**src/rtl/cutter_pkg.sv**
```systemverilog
// cutter_pkg: definitions shared by the threshold-cutter segment store.
//   - default geometry of the BRAM segment store (words per block, pointer widths)
//   - scheduler state encoding (IDLE / STREAM / PAD / DROP)
//   - CUTTER_ADDR(blk, ptr): BRAM word address {block_no, word_ptr}. The BRAM model and the
//     PS reader build addresses with the same macro, so all three agree on the layout.
`ifndef CUTTER_PKG_SV
`define CUTTER_PKG_SV

`define CUTTER_ADDR(blk, ptr) {(blk), (ptr)}

package cutter_pkg;

    localparam int unsigned CUTTER_WINDOW_WIDTH      = 32;
    localparam int unsigned CUTTER_BLOCK_DEPTH       = 400;
    localparam int unsigned CUTTER_BLOCK_DEPTH_INDEX = 9;
    localparam int unsigned CUTTER_BLOCK_NUM_INDEX   = 6;

    typedef logic [1:0] cutter_state_t;

    localparam cutter_state_t StIdle   = 2'd0;
    localparam cutter_state_t StStream = 2'd1;
    localparam cutter_state_t StPad    = 2'd2;
    localparam cutter_state_t StDrop   = 2'd3;

endpackage

`endif

```
**src/rtl/block_alloc.sv**
```systemverilog
// block_alloc: round-robin block allocator for the segment store.
// Ports:
//   clk, rst_n  clock, asynchronous active-low reset
//   close       the scheduler closes the current block this cycle
//   free        PS released the oldest used block (ignored when nothing is used)
//   block_no    block currently being filled
//   full        every block is in use
//   full_next   every block will be in use after this cycle's close/free
module block_alloc
    import cutter_pkg::*;
#(
    parameter int unsigned BLOCK_NUM_INDEX = CUTTER_BLOCK_NUM_INDEX
) (
    input  logic                       clk,
    input  logic                       rst_n,
    input  logic                       close,
    input  logic                       free,
    output logic [BLOCK_NUM_INDEX-1:0] block_no,
    output logic                       full,
    output logic                       full_next
);

    // Counter is one bit wider than block_no so "all blocks used" is representable.
    localparam logic [BLOCK_NUM_INDEX:0]   CntFull = (BLOCK_NUM_INDEX + 1)'(2 ** BLOCK_NUM_INDEX);
    localparam logic [BLOCK_NUM_INDEX:0]   CntOne  = 1;
    localparam logic [BLOCK_NUM_INDEX-1:0] BlkOne  = 1;

    logic [BLOCK_NUM_INDEX-1:0] block_no_q, block_no_d;
    logic [BLOCK_NUM_INDEX:0]   used_cnt_q, used_cnt_d;
    logic                       free_ok;

    assign free_ok = free && (used_cnt_q != '0);

    always_comb begin
        used_cnt_d = used_cnt_q;
        // A close and an accepted free in the same cycle cancel out.
        case ({close, free_ok})
            2'b10:   used_cnt_d = used_cnt_q + CntOne;
            2'b01:   used_cnt_d = used_cnt_q - CntOne;
            default: used_cnt_d = used_cnt_q;
        endcase
    end

    always_comb begin
        block_no_d = block_no_q;
        if (close) begin
            block_no_d = block_no_q + BlkOne;  // wraps naturally at 2**BLOCK_NUM_INDEX
        end
    end

    always_ff @(posedge clk or negedge rst_n) begin
        if (!rst_n) begin
            block_no_q <= '0;
            used_cnt_q <= '0;
        end else begin
            block_no_q <= block_no_d;
            used_cnt_q <= used_cnt_d;
        end
    end

    assign block_no  = block_no_q;
    assign full      = (used_cnt_q == CntFull);
    assign full_next = (used_cnt_d == CntFull);

endmodule

```
**src/rtl/cutter_block_scheduler.sv**
```systemverilog
// cutter_block_scheduler: sequences evicted window samples into the BRAM segment store.
// An active, filled window opens a segment; each sample_valid writes one word into the
// current block, a block is closed when its last word is written, and the tail of a
// segment is zero-padded to a block boundary. With no free block the segment is dropped
// and the sticky overflow flag is raised.
// Ports:
//   clk, rst_n          clock, asynchronous active-low reset
//   sample_valid/_data  evicted window sample (one-cycle pulse)
//   active, window_full window energy activity / window filled since last break
//   block_free          PS released the oldest used block
//   ovf_clr             clears overflow (a simultaneous set wins)
//   bram_wen/_waddr/_data  registered BRAM write port, waddr = {block_no, word_ptr}
//   block_done/_no      one-cycle pulse with the number of the block just closed
//   overflow            sticky: a segment was dropped for lack of space
//   busy                scheduler is not idle
module cutter_block_scheduler
    import cutter_pkg::*;
#(
    parameter int unsigned WINDOW_WIDTH      = CUTTER_WINDOW_WIDTH,
    parameter int unsigned BLOCK_DEPTH       = CUTTER_BLOCK_DEPTH,
    parameter int unsigned BLOCK_DEPTH_INDEX = CUTTER_BLOCK_DEPTH_INDEX,
    parameter int unsigned BLOCK_NUM_INDEX   = CUTTER_BLOCK_NUM_INDEX
) (
    input  logic                                     clk,
    input  logic                                     rst_n,
    input  logic                                     sample_valid,
    input  logic [WINDOW_WIDTH-1:0]                  sample_data,
    input  logic                                     active,
    input  logic                                     window_full,
    input  logic                                     block_free,
    input  logic                                     ovf_clr,
    output logic                                     bram_wen,
    output logic [BLOCK_NUM_INDEX+BLOCK_DEPTH_INDEX-1:0] bram_waddr,
    output logic [WINDOW_WIDTH-1:0]                  bram_data,
    output logic                                     block_done,
    output logic [BLOCK_NUM_INDEX-1:0]               block_done_no,
    output logic                                     overflow,
    output logic                                     busy
);

    localparam int unsigned AddrWidth = BLOCK_NUM_INDEX + BLOCK_DEPTH_INDEX;
    localparam logic [BLOCK_DEPTH_INDEX-1:0] PtrLast = BLOCK_DEPTH_INDEX'(BLOCK_DEPTH - 1);
    localparam logic [BLOCK_DEPTH_INDEX-1:0] PtrOne  = 1;

    cutter_state_t                state_q, state_d;
    logic [BLOCK_DEPTH_INDEX-1:0] word_ptr_q, word_ptr_d;

    logic [BLOCK_NUM_INDEX-1:0]   block_no;
    logic                         full;
    logic                         full_next;
    logic                         close;
    logic                         ovf_set;
    logic                         last_word;

    logic                         wen_d;
    logic [AddrWidth-1:0]         waddr_d;
    logic [WINDOW_WIDTH-1:0]      data_d;

    block_alloc #(
        .BLOCK_NUM_INDEX (BLOCK_NUM_INDEX)
    ) u_alloc (
        .clk       (clk),
        .rst_n     (rst_n),
        .close     (close),
        .free      (block_free),
        .block_no  (block_no),
        .full      (full),
        .full_next (full_next)
    );

    assign last_word = (word_ptr_q == PtrLast);

    always_comb begin
        state_d    = state_q;
        word_ptr_d = word_ptr_q;
        wen_d      = 1'b0;
        waddr_d    = `CUTTER_ADDR(block_no, word_ptr_q);
        data_d     = '0;
        close      = 1'b0;
        ovf_set    = 1'b0;

        case (state_q)
            StIdle: begin
                if (active && window_full) begin
                    if (full) begin
                        state_d = StDrop;
                        ovf_set = 1'b1;
                    end else begin
                        state_d    = StStream;
                        word_ptr_d = '0;
                    end
                end
            end

            StStream: begin
                if (sample_valid) begin
                    // The sample is written even if activity ended in the same cycle.
                    wen_d  = 1'b1;
                    data_d = sample_data;
                    if (last_word) begin
                        close      = 1'b1;
                        word_ptr_d = '0;
                        if (!active) begin
                            state_d = StIdle;
                        end else if (full_next) begin
                            // No block left to continue the segment into.
                            state_d = StDrop;
                            ovf_set = 1'b1;
                        end
                    end else begin
                        word_ptr_d = word_ptr_q + PtrOne;
                        if (!active) begin
                            state_d = StPad;
                        end
                    end
                end else if (!active) begin
                    // An untouched block is not consumed.
                    state_d = (word_ptr_q != '0) ? StPad : StIdle;
                end
            end

            StPad: begin
                wen_d = 1'b1;
                if (last_word) begin
                    close      = 1'b1;
                    word_ptr_d = '0;
                    state_d    = StIdle;
                end else begin
                    word_ptr_d = word_ptr_q + PtrOne;
                end
            end

            StDrop: begin
                if (!active) begin
                    state_d = StIdle;
                end
            end

            default: begin
                state_d = StIdle;
            end
        endcase
    end

    always_ff @(posedge clk or negedge rst_n) begin
        if (!rst_n) begin
            state_q       <= StIdle;
            word_ptr_q    <= '0;
            bram_wen      <= 1'b0;
            bram_waddr    <= '0;
            bram_data     <= '0;
            block_done    <= 1'b0;
            block_done_no <= '0;
            overflow      <= 1'b0;
            busy          <= 1'b0;
        end else begin
            state_q    <= state_d;
            word_ptr_q <= word_ptr_d;
            bram_wen   <= wen_d;
            bram_waddr <= waddr_d;
            bram_data  <= data_d;
            block_done <= close;
            if (close) begin
                block_done_no <= block_no;
            end
            if (ovf_set) begin
                overflow <= 1'b1;
            end else if (ovf_clr) begin
                overflow <= 1'b0;
            end
            busy <= (state_d != StIdle);
        end
    end

endmodule

```
**config.mk**
```make
export PLATFORM = sky130hd
export DESIGN_NAME = cutter_block_scheduler
export DESIGN_NICKNAME = d
export VERILOG_FILES = /design/src/rtl/cutter_pkg.sv /design/src/rtl/block_alloc.sv /design/src/rtl/cutter_block_scheduler.sv
export SDC_FILE = /design/constraint.sdc
export NUM_CORES = 1
export LEC_CHECK = 0
export BUFFER_PORTS_ARGS = -buffer_cell sky130_fd_sc_hd__buf_2
export CAP_MARGIN = 20
export CORE_MARGIN = 2
export CORE_UTILIZATION = 35
export CTS_CLUSTER_SIZE = 10
export DETAILED_ROUTE_END_ITERATION = 10
export HOLD_SLACK_MARGIN = 0.02
export PLACE_DENSITY = 0.67
export SLEW_MARGIN = 20
export SYNTH_ARGS = -nofsm -noshare
export SYNTH_HDL_FRONTEND = slang
export SYNTH_HIERARCHICAL = 1
export SYNTH_SLANG_ARGS = --single-unit
```
**constraint.sdc**
```tcl
create_clock -name clk -period 3.83 [get_ports clk]
set_clock_uncertainty 0.05 [all_clocks]
set_input_delay 0.766 -clock clk [delete_from_list [all_inputs] [get_ports clk]]
set_output_delay 0.766 -clock clk [all_outputs]
set_load 0.05 [all_outputs]
```
==> impl_metrics.tcl, run 1 <==
set metrics [dict create \
    outcome "finished clean" \
    max_cap_violations 0 \
    cp_common_cell "inv_1" \
    antenna_left 0 \
    dr.pass1.iters 4 \
    vdd_drop_max_mv 0.382 \
    seqCellArea_mm2 0.00203 \
    start_util_pct 35.6 \
    postSynth.asyncResetShare_pct 100 \
    end_kind "register" \
    wl_mm 7.12 \
    drc_errors 0 \
    syn_inst 286 \
    synth_cell_types 51 \
    post_route_cells_drive_above_1_share_pct 35.3 \
    track_usage_pct 14.8 \
    synth_top_area_share_pct 59.0 \
    cts_tree "yes" \
    grt_pass1_wl_mm 12.2 \
    viasPerCell 4.90 \
    finalNonFillerCells 527 \
    hp-class "register to register" \
    min_period_ps 3470 \
    multi_input_comb_area_mm2 0.00131 \
    crit_fanout 6 \
    worstSkewPairLatency_ps 340 \
    gp_congestion 0.860 \
    mostFrequentLayoutCells "buf_2, dfrtp_1, and3_1" \
    cts_made_buffers 9 \
    grt_antenna_before_repair 0 \
    crit_chain "ha_2 > and3_4 > nand4_4 > inv_1 > and2_1 > inv_1 > ha_2 > ha_1 > a21o_1 > or4_1 > a21o_1 > a211oi_2 > inv_1 > o21ai_1 > a211oi_2 > o2111ai_1" \
    fill_cells 941 \
    htree_levels 3 \
    post-route-util_pct 44.8 \
    ys_seq_area_share_pct 59.0 \
    port_buffers 95 \
    critPathKind "register to register" \
    ctsLongestPathBuffers 2 \
    cts_root_buffer "clkbuf_8" \
    core_area_mm2 0.00964 \
    die_h_um 103 \
    area_growth_pct 25.7 \
    num-nets-final 443 \
    crit_buf_inv 3 \
    setup_viol 0 \
    clk_pin_slew_ps 80 \
    dp_slack_ps -11.1 \
    fin_crit_sh_pct 90.5 \
    synth_seq_cells 81 \
    place_inst 512 \
    startpoint_type "register" \
    rsz0062_at_grt "no" \
    power_density_mw_per_mm2 595 \
    dieWidth_um 103 \
    drv_slew 0 \
    grt_max_degree 82 \
    synth_nets 339 \
    max_stage_delay_ps 490 \
    clock-sinks 81 \
    synth_edf_count 0 \
    rows 36 \
    cpMaxStageDelayCell "or4_1" \
    post_drt_wl_per_cell_um 13.5 \
    synth_top_area_cell "dfrtp_1" \
    syn-mean-instance-area_um2 12.0 \
    tightestPinTransition_ps 712 \
    max_freq_mhz 288 \
    synth_ff_type "dfrtp_1" \
    cellLeakagePower_uw 0.00237 \
    pin_count 96 \
    fin_ws_ps 362 \
    ctsHoldBuffers 0 \
    max-slew-margin-rel_pct 52.5 \
    first_global_vias 2556 \
    num_vias 2581 \
    antenna_cells 0 \
    dr.first_iter.drc_count 105 \
    final_common_cell "buf_2" \
    final_area_mm2 0.00432 \
    critPathTopFamily "simple AND/OR/NAND/NOR gates" \
    yosys_warnings 6 \
    place.detailed.hpwl_mm 4.94 \
    synth_area_mm2 0.00343 \
    hold_viol_final 0 \
    dieArea_mm2 0.0106 \
    cp.arrival_ps 3670 \
    synth_area_leaders "dfrtp_1, and3_1, ha_1, o21ai_0, mux2_2" \
    overflow 0 \
    dpl_cell_area_mm2 0.00409 \
    cp.required_ps 4030 \
]
[area by class of cell]
| class | instances | share of cell area (%) |
|---|---|---|
| Inverter | 16 | 1.39 |
| Clock buffer | 10 | 2.96 |
| Tap cell | 133 | 3.85 |
| Timing Repair Buffer | 104 | 12.7 |
| Multi-Input combinational cell | 178 | 30.2 |
| Sequential cell | 81 | 47.0 |
| Clock inverter | 5 | 1.88 |
[metal layers]
| layer | vias up | GRT usage, % | wire (um) |
|---|---|---|---|
| met1 | 1260 | 18.2 | 3060 |
| met4 | 0 | 5.97 | 89 |
| li1 | 1231 | - | - |
| met5 | - | 0 | 0 |
| met3 | 8 | 4.27 | 442 |
| met2 | 82 | 24.4 | 3530 |
[logic make-up (layout without fill, tap and decap cells)]
group                      count (synthesis)  after routing  share of synthesized area [%]
adders and majority gates                 14             14                           5.32
and+or+nand+nor                           96             96                           16.8
DFF                                       81             81                           59.0
AOI/OAI and AO/OA                         51             51                           10.6
buffers and inverters                     27            135                           3.35
muxes                                      8              8                           2.59
xor gates and xnor gates                   9              9                           2.30
[where the power goes]
group / switching [uW] / internal [uW] / leakage (uW)
sequential: 56.6 / 958 / 0.00111
clock: 295 / 364 / 0.000102
combinational: 622 / 273 / 0.00116
total: 973 / 1590 / 0.00237
[flip-flops by register name, summed over array words and instances, names as in the netlist]
name / flops
block_done: 1
word_ptr_q: 9
bram_data: 32
overflow: 1
bram_waddr: 15
state_q: 2
u_alloc/used_cnt_q: 7
block_done_no: 6
u_alloc/block_no: 6
bram_wen: 1
busy: 1
[cell usage after synthesis, types with 2 or more instances]
library cell and instances:
dfrtp_1 81, and3_1 33, nand2_1 19, inv_1 16, o21ai_0 16, ha_1 13, nand3_1 9, mux2_2 7
clkbuf_1 6, nor2_1 6, xnor2_1 6, nand4_1 5, o211ai_1 5, a21oi_1 4, nor2b_1 4, a211oi_1 3
a21o_1 3, buf_4 3, nand4b_1 3, o31ai_1 3, xor2_1 3, a211oi_2 2, and2_1 2, nand2b_1 2
nor4_1 2, o21a_1 2, o221ai_1 2, o41ai_1 2, or4_1 2
[through the flow]
stage | hold WS [ps] | power [uW] | TNS, ps
detailed placement | 365 | 1920 | -11.1
CTS | 383 | 2600 | 0
global route | 385 | 2730 | 0
floorplan | 337 | 1680 | 0
finish | 381 | 2570 | 0
global placement | 353 | 1910 | 0
[final timing paths]
path / cells after the start / start / slack (ps) / to
min in group asynchronous: 1 / rst_n / 400 / bram_waddr[14]
worst max register to register: 16 / word_ptr_q[1] / 360 / busy
max in group asynchronous: 1 / rst_n / 2810 / word_ptr_q[1]
worst max-delay path: 16 / word_ptr_q[1] / 360 / busy
worst min-delay path: 0 / u_alloc/block_no[5] / 380 / bram_waddr[14]
worst min register to register: 0 / u_alloc/block_no[5] / 380 / bram_waddr[14]
[repair_timing]
| action | in CTS | in global routing |
|---|---|---|
| gates resized for setup | 0 | 6 |
| endpoints found under the setup margin | 0 | 4 |
| buffers inserted | 0 | 0 |
(Power assumes the default switching activity.)
==> inputs of run 2 (changes only) <==
--- a/config.mk
+++ b/config.mk
@@ -7,12 +7,13 @@
 export LEC_CHECK = 0
 export BUFFER_PORTS_ARGS = -buffer_cell sky130_fd_sc_hd__buf_2
 export CAP_MARGIN = 20
+export CORE_ASPECT_RATIO = 0.8
 export CORE_MARGIN = 2
 export CORE_UTILIZATION = 35
 export CTS_CLUSTER_SIZE = 10
 export DETAILED_ROUTE_END_ITERATION = 10
 export HOLD_SLACK_MARGIN = 0.02
-export PLACE_DENSITY = 0.67
+export PLACE_DENSITY = 0.7
 export SLEW_MARGIN = 20
 export SYNTH_ARGS = -nofsm -noshare
 export SYNTH_HDL_FRONTEND = slang
==> run 2 against run 1 <==
  * Non-clock buffer count grew 4
  * Clock power grew 29%
  * Via count grew 1.2%
  * Largest power group unchanged
  * Final area grew 2.8%
  * Routed wire length grew 4.7%
  * Die area is essentially flat
==> impl_metrics.tcl, run 2 (same netlist as run 1, synthesis figures left out) <==
set metrics [dict create \
    reg2reg_slack_ps 270 \
    dr.pass1.iters 4 \
    gp_congestion 0.910 \
    setup_tns_ps 0 \
    cts_made_buffers 9 \
    num_vias 2613 \
    drc_errors 0 \
    cp_common_cell "inv_1" \
    cts_tree "yes" \
    cp.required_ps 4020 \
    wl_mm 7.46 \
    antenna_cells 0 \
    cellLeakagePower_uw 0.00244 \
    outcome "finished clean" \
    num-nets-final 447 \
    cp.arrival_ps 3750 \
    hold_viol_final 0 \
    tightestPinTransition_ps 400 \
    overflow 0 \
    start_util_pct 35.7 \
    dr.first_iter.drc_count 80 \
    rr_startpoint "word_ptr_q[0]" \
    max-slew-margin-rel_pct 73.3 \
    crit_chain "ha_1 > and3_4 > nand4_4 > inv_1 > and2_1 > inv_1 > ha_4 > inv_1 > fa_1 > nand2b_1 > a211oi_2 > or4_1 > nand3_1 > a211oi_2 > inv_1 > o21ai_1 > a211oi_2 > o2111ai_1" \
    hp-class "input port to async pin" \
    drv_slew 0 \
    final_common_cell "buf_2" \
    post_drt_wl_per_cell_um 14.4 \
    rows 32 \
    grt_pass1_wl_mm 12.5 \
    r2r_end "busy" \
    clock-sinks 81 \
    post_route_cells_drive_above_1_share_pct 35.6 \
    dpl_cell_area_mm2 0.00408 \
    fin_crit_sh_pct 93.0 \
    die_h_um 92.6 \
    largest-register "bram_data" \
    crit_fanout 6 \
    vdd_drop_max_mv 0.251 \
    setup_viol 0 \
    viasPerCell 5.04 \
    power_density_mw_per_mm2 626 \
    antenna_left 0 \
    worstSkewPairLatency_ps 330 \
    final_area_mm2 0.00444 \
    fill_cells 936 \
    critPathLaunch "word_ptr_q[0]" \
    largestRegisters "bram_data x32, bram_waddr x15, word_ptr_q x9" \
    min_period_ps 3560 \
    critPathKind "register to register" \
    rsz0062_at_grt "no" \
    end_kind "register" \
    place.detailed.hpwl_mm 5.29 \
    fin_ws_ps 270 \
    cpMaxStageDelayCell "fa_1" \
    reg2regPathDepth 18 \
    max_freq_mhz 281 \
    core_area_mm2 0.00961 \
    pin_count 96 \
    startpoint_type "register" \
    dp_slack_ps -120 \
    grt_antenna_before_repair 0 \
    dieArea_mm2 0.0106 \
    max_stage_delay_ps 390 \
    grt_max_degree 82 \
    area_growth_pct 29.3 \
    htree_levels 3 \
    clk_pin_slew_ps 60 \
    track_usage_pct 15.1 \
    dieWidth_um 115 \
    mostFrequentLayoutCells "buf_2, dfrtp_1, and3_1" \
    ctsHoldBuffers 0 \
    ctsLongestPathBuffers 2 \
    port_buffers 95 \
    first_global_vias 2712 \
    crit_buf_inv 4 \
    critPathTopFamily "simple AND/OR/NAND/NOR gates" \
    max_cap_violations 0 \
    largest_reg_flops 32 \
    cts_root_buffer "clkbuf_16" \
]
## run 2: cell count changes in the layout (fill, tap and decap cells not counted), sizes merged
cell,previous run,this run
bufinv,2,1
buf,104,108
inv,16,17
clkinvlp,1,2
## run 2: per-stage QoR
step,cells,util [%],hold slack [ps],total power (uW)
final,518,46.2,305,2780
after global routing,518,46.2,324,2940
after CTS,516,45.7,372,2800
after detailed placement,499,42.5,365,1930
after global placement,499,42.5,354,1910
after floorplan,286,-,337,1680
## run 2: layout make-up
| type | instances | area, um^2 | share of cell area (%) |
|---|---|---|---|
| flip-flops and latches | 81 | 2030 | 45.7 |
| multi-input cells | 178 | 1310 | 29.5 |
| repair buffers | 108 | 596 | 13.4 |
| clock buffers | 10 | 229 | 5.16 |
| well taps | 119 | 149 | 3.35 |
| clock inverters | 6 | 67.6 | 1.52 |
| inverters | 16 | 60.1 | 1.35 |
## run 2: how the worst max path moves through the flow
stage	end	slack (ps)	depth (start not counted)
after global placement	busy	100	17
after global routing	busy	6	16
after floorplan	busy	230	17
after CTS	busy	30	18
final	busy	270	18
after detailed placement	busy	-120	17
## run 2: layer usage
metal / GRT usage, % / part of all wire (%) / vias up
met1: 16.9 / 41 / 1273
met4: 6.43 / 2.3 / 0
met3: 5.69 / 6.6 / 17
met5: 0 / 0 / -
met2: 25.9 / 50 / 82
li1: - / - / 1241
## run 2: power by group
part | leakage [uW] | internal [uW] | switching, uW | total [uW]
combinational | 0.00120 | 285 | 631 | 917
sequential | 0.00111 | 960 | 52.8 | 1010
clock | 0.000139 | 507 | 345 | 852
## run 2: what timing repair did
| action | CTS | global route |
|---|---|---|
| pin swaps | 0 | 3 |
| setup endpoints to repair | 1 | 4 |
| resized for setup | 1 | 4 |
| setup buffers | 1 | 1 |
==> inputs of run 3 (changes only) <==
--- a/config.mk
+++ b/config.mk
@@ -5,15 +5,15 @@
 export SDC_FILE = /design/constraint.sdc
 export NUM_CORES = 1
 export LEC_CHECK = 0
-export BUFFER_PORTS_ARGS = -buffer_cell sky130_fd_sc_hd__buf_2
 export CAP_MARGIN = 20
 export CORE_ASPECT_RATIO = 0.8
 export CORE_MARGIN = 2
 export CORE_UTILIZATION = 35
 export CTS_CLUSTER_SIZE = 10
 export DETAILED_ROUTE_END_ITERATION = 10
+export DONT_BUFFER_PORTS = 1
 export HOLD_SLACK_MARGIN = 0.02
-export PLACE_DENSITY = 0.7
+export PLACE_DENSITY = 0.6
 export SLEW_MARGIN = 20
 export SYNTH_ARGS = -nofsm -noshare
 export SYNTH_HDL_FRONTEND = slang
==> constraint.sdc (replaced) <==
create_clock -name clk -period 3.75 [get_ports clk]
set_clock_uncertainty 0.05 [all_clocks]
set_input_delay 0.75 -clock clk [delete_from_list [all_inputs] [get_ports clk]]
set_output_delay 0.75 -clock clk [all_outputs]
set_load 0.05 [all_outputs]
==> run 3 against run 2 <==
  * Sequential share of layout area up 5.7 points
  * Critical endpoint unchanged
  * Routed wire length is 9.2% lower
  * Register-to-register slack lost 30 ps
  * Via count fell by 16%
  * Worst setup slack worse by 29 ps
  * Hold slack got worse by 250 ps
  * Non-clock buffer count decreased by 97
  * Clock-buffer cell count fell by 1
  * Critical path depth fell by 1
==> impl_metrics.tcl, run 3 (same netlist as run 1, synthesis figures left out) <==
set metrics [dict create \
    outcome "finished clean" \
    reg2regPathDepth 17 \
    startpoint_type "register" \
    dieWidth_um 115 \
    critPathKind "register to register" \
    sw_frac_of_total_pct 37.1 \
    area_growth_pct 14.9 \
    dieArea_mm2 0.0106 \
    overflow 0 \
    cts_tree "yes" \
    clk_pin_slew_ps 60 \
    max_freq_mhz 285 \
    core_area_mm2 0.00961 \
    grt_pass1_wl_mm 11.3 \
    crit_fanout 6 \
    ctsHoldBuffers 0 \
    largestRegisters "bram_data x32, bram_waddr x15, word_ptr_q x9" \
    p_clk_share_pct 32.2 \
    intPower_uw 1720 \
    met1_length_mm 3.00 \
    htree_levels 3 \
    final_area_mm2 0.00395 \
    cp.required_ps 3950 \
    wl_mm 6.78 \
    dr.first_iter.drc_count 89 \
    antenna_left 0 \
    post_route_cells_drive_above_1_share_pct 16.6 \
    ctsLongestPathBuffers 2 \
    mostFrequentLayoutCells "dfrtp_1, and3_1, nand2_1" \
    reg2reg_slack_ps 240 \
    vdd_drop_max_mv 0.286 \
    first_global_vias 2283 \
    drv_slew 0 \
    drc_errors 0 \
    die_h_um 92.6 \
    pin_count 96 \
    dr_wl_met2_mm 3.23 \
    dpl_cell_area_mm2 0.00361 \
    num-nets-final 350 \
    rr_startpoint "word_ptr_q[0]" \
    min_period_ps 3510 \
    max-slew-margin-rel_pct 68.0 \
    clock-sinks 81 \
    num_vias 2207 \
    grt_antenna_before_repair 1 \
    cts_root_buffer "clkbuf_16" \
    gp_congestion 0.825 \
    final_common_cell "dfrtp_1" \
    rows 32 \
    grt_max_degree 82 \
    power_density_mw_per_mm2 693 \
    power.share.sequential_pct 47.7 \
    hold_viol_final 0 \
    routed.top_layer "met4" \
    worstSkewPairLatency_ps 340 \
    track_usage_pct 13.8 \
    largest_reg_flops 32 \
    place.detailed.hpwl_mm 4.63 \
    cellLeakagePower_uw 0.00197 \
    fin_crit_sh_pct 93.6 \
    hold_ws_ps 53.8 \
    met3_wirelength_um 481 \
    largest-register "bram_data" \
    viasPerCell 5.23 \
    hp-class "input port to async pin" \
    dr.pass1.iters 4 \
    post_drt_wl_per_cell_um 16.1 \
    cp.arrival_ps 3710 \
    tightestPinTransition_ps 480 \
    finalPower_uw 2730 \
    setup_viol 0 \
    combPwrFrac_pct 20.1 \
    r2r_end "busy" \
    start_util_pct 35.7 \
    cts_made_buffers 9 \
    port_buffers 0 \
    power_switching_uw 1010 \
    max_cap_violations 0 \
    end_kind "register" \
]
run 3: critical path, cell delays in order, from the launching register on:
cell and delay (ps):
dfrtp_1 350, ha_2 220, and3_4 240, nand4_4 160, inv_2 90, and2_1 160
inv_1 80, ha_4 190, ha_1 360, nand2b_1 140, a211oi_2 90, or4_4 420
a21o_1 220, a211oi_2 230, inv_1 80, o21ai_2 150, a211oi_2 90, o2111ai_1 100
run 3: how the worst max path moves through the flow:
| stage | to | start |
|---|---|---|
| 2_1_floorplan | busy | word_ptr_q[0] |
| 3_3_place_gp | busy | sample_valid |
| 3_5_place_dp | busy | sample_valid |
| 4_1_cts | busy | word_ptr_q[0] |
| 5_1_grt | busy | word_ptr_q[0] |
| 6_report | busy | word_ptr_q[0] |
run 3: layer usage:
layer  vias to the layer above  track usage (%)
met4                         0             4.62
met2                        72             21.7
met5                         -                0
met1                      1086             16.8
met3                         6             6.28
li1                       1043                -
run 3: layout make-up:
type	instances	area, um^2
fill	908	5660
sequential	81	2030
multi-input combinational	178	1320
clock buffer	9	225
tap	119	149
timing repair buffer	11	82.6
clock inverter	7	77.6
inverter	16	60.1
antenna	1	2.50
run 3: timing repair:
action / CTS / global route
gates resized for setup: 1 / 8
pin swaps: 0 / 2
endpoints found under the setup margin: 1 / 4
buffers inserted: 0 / 0
run 3: metrics by stage:
step	setup slack (ps)	setup TNS [ps]	util, %	cells
final	241	0	41.1	422
after CTS	9.64	0	40.8	421
after detailed placement	-64.6	-64.6	37.6	405
after floorplan	159	0	-	286
after global routing	-1.47	-1.47	41.1	422
after global placement	143	0	37.6	405
run 3: power by group through the flow:
stage | Combinational, uW | Clock [uW] | Sequential, uW
6_report | 551 | 881 | 1300
4_1_cts | 546 | 903 | 1310
5_1_grt | 624 | 952 | 1320
3_3_place_gp | 533 | 0 | 1320
3_5_place_dp | 545 | 0 | 1320
2_1_floorplan | 402 | 0 | 1310
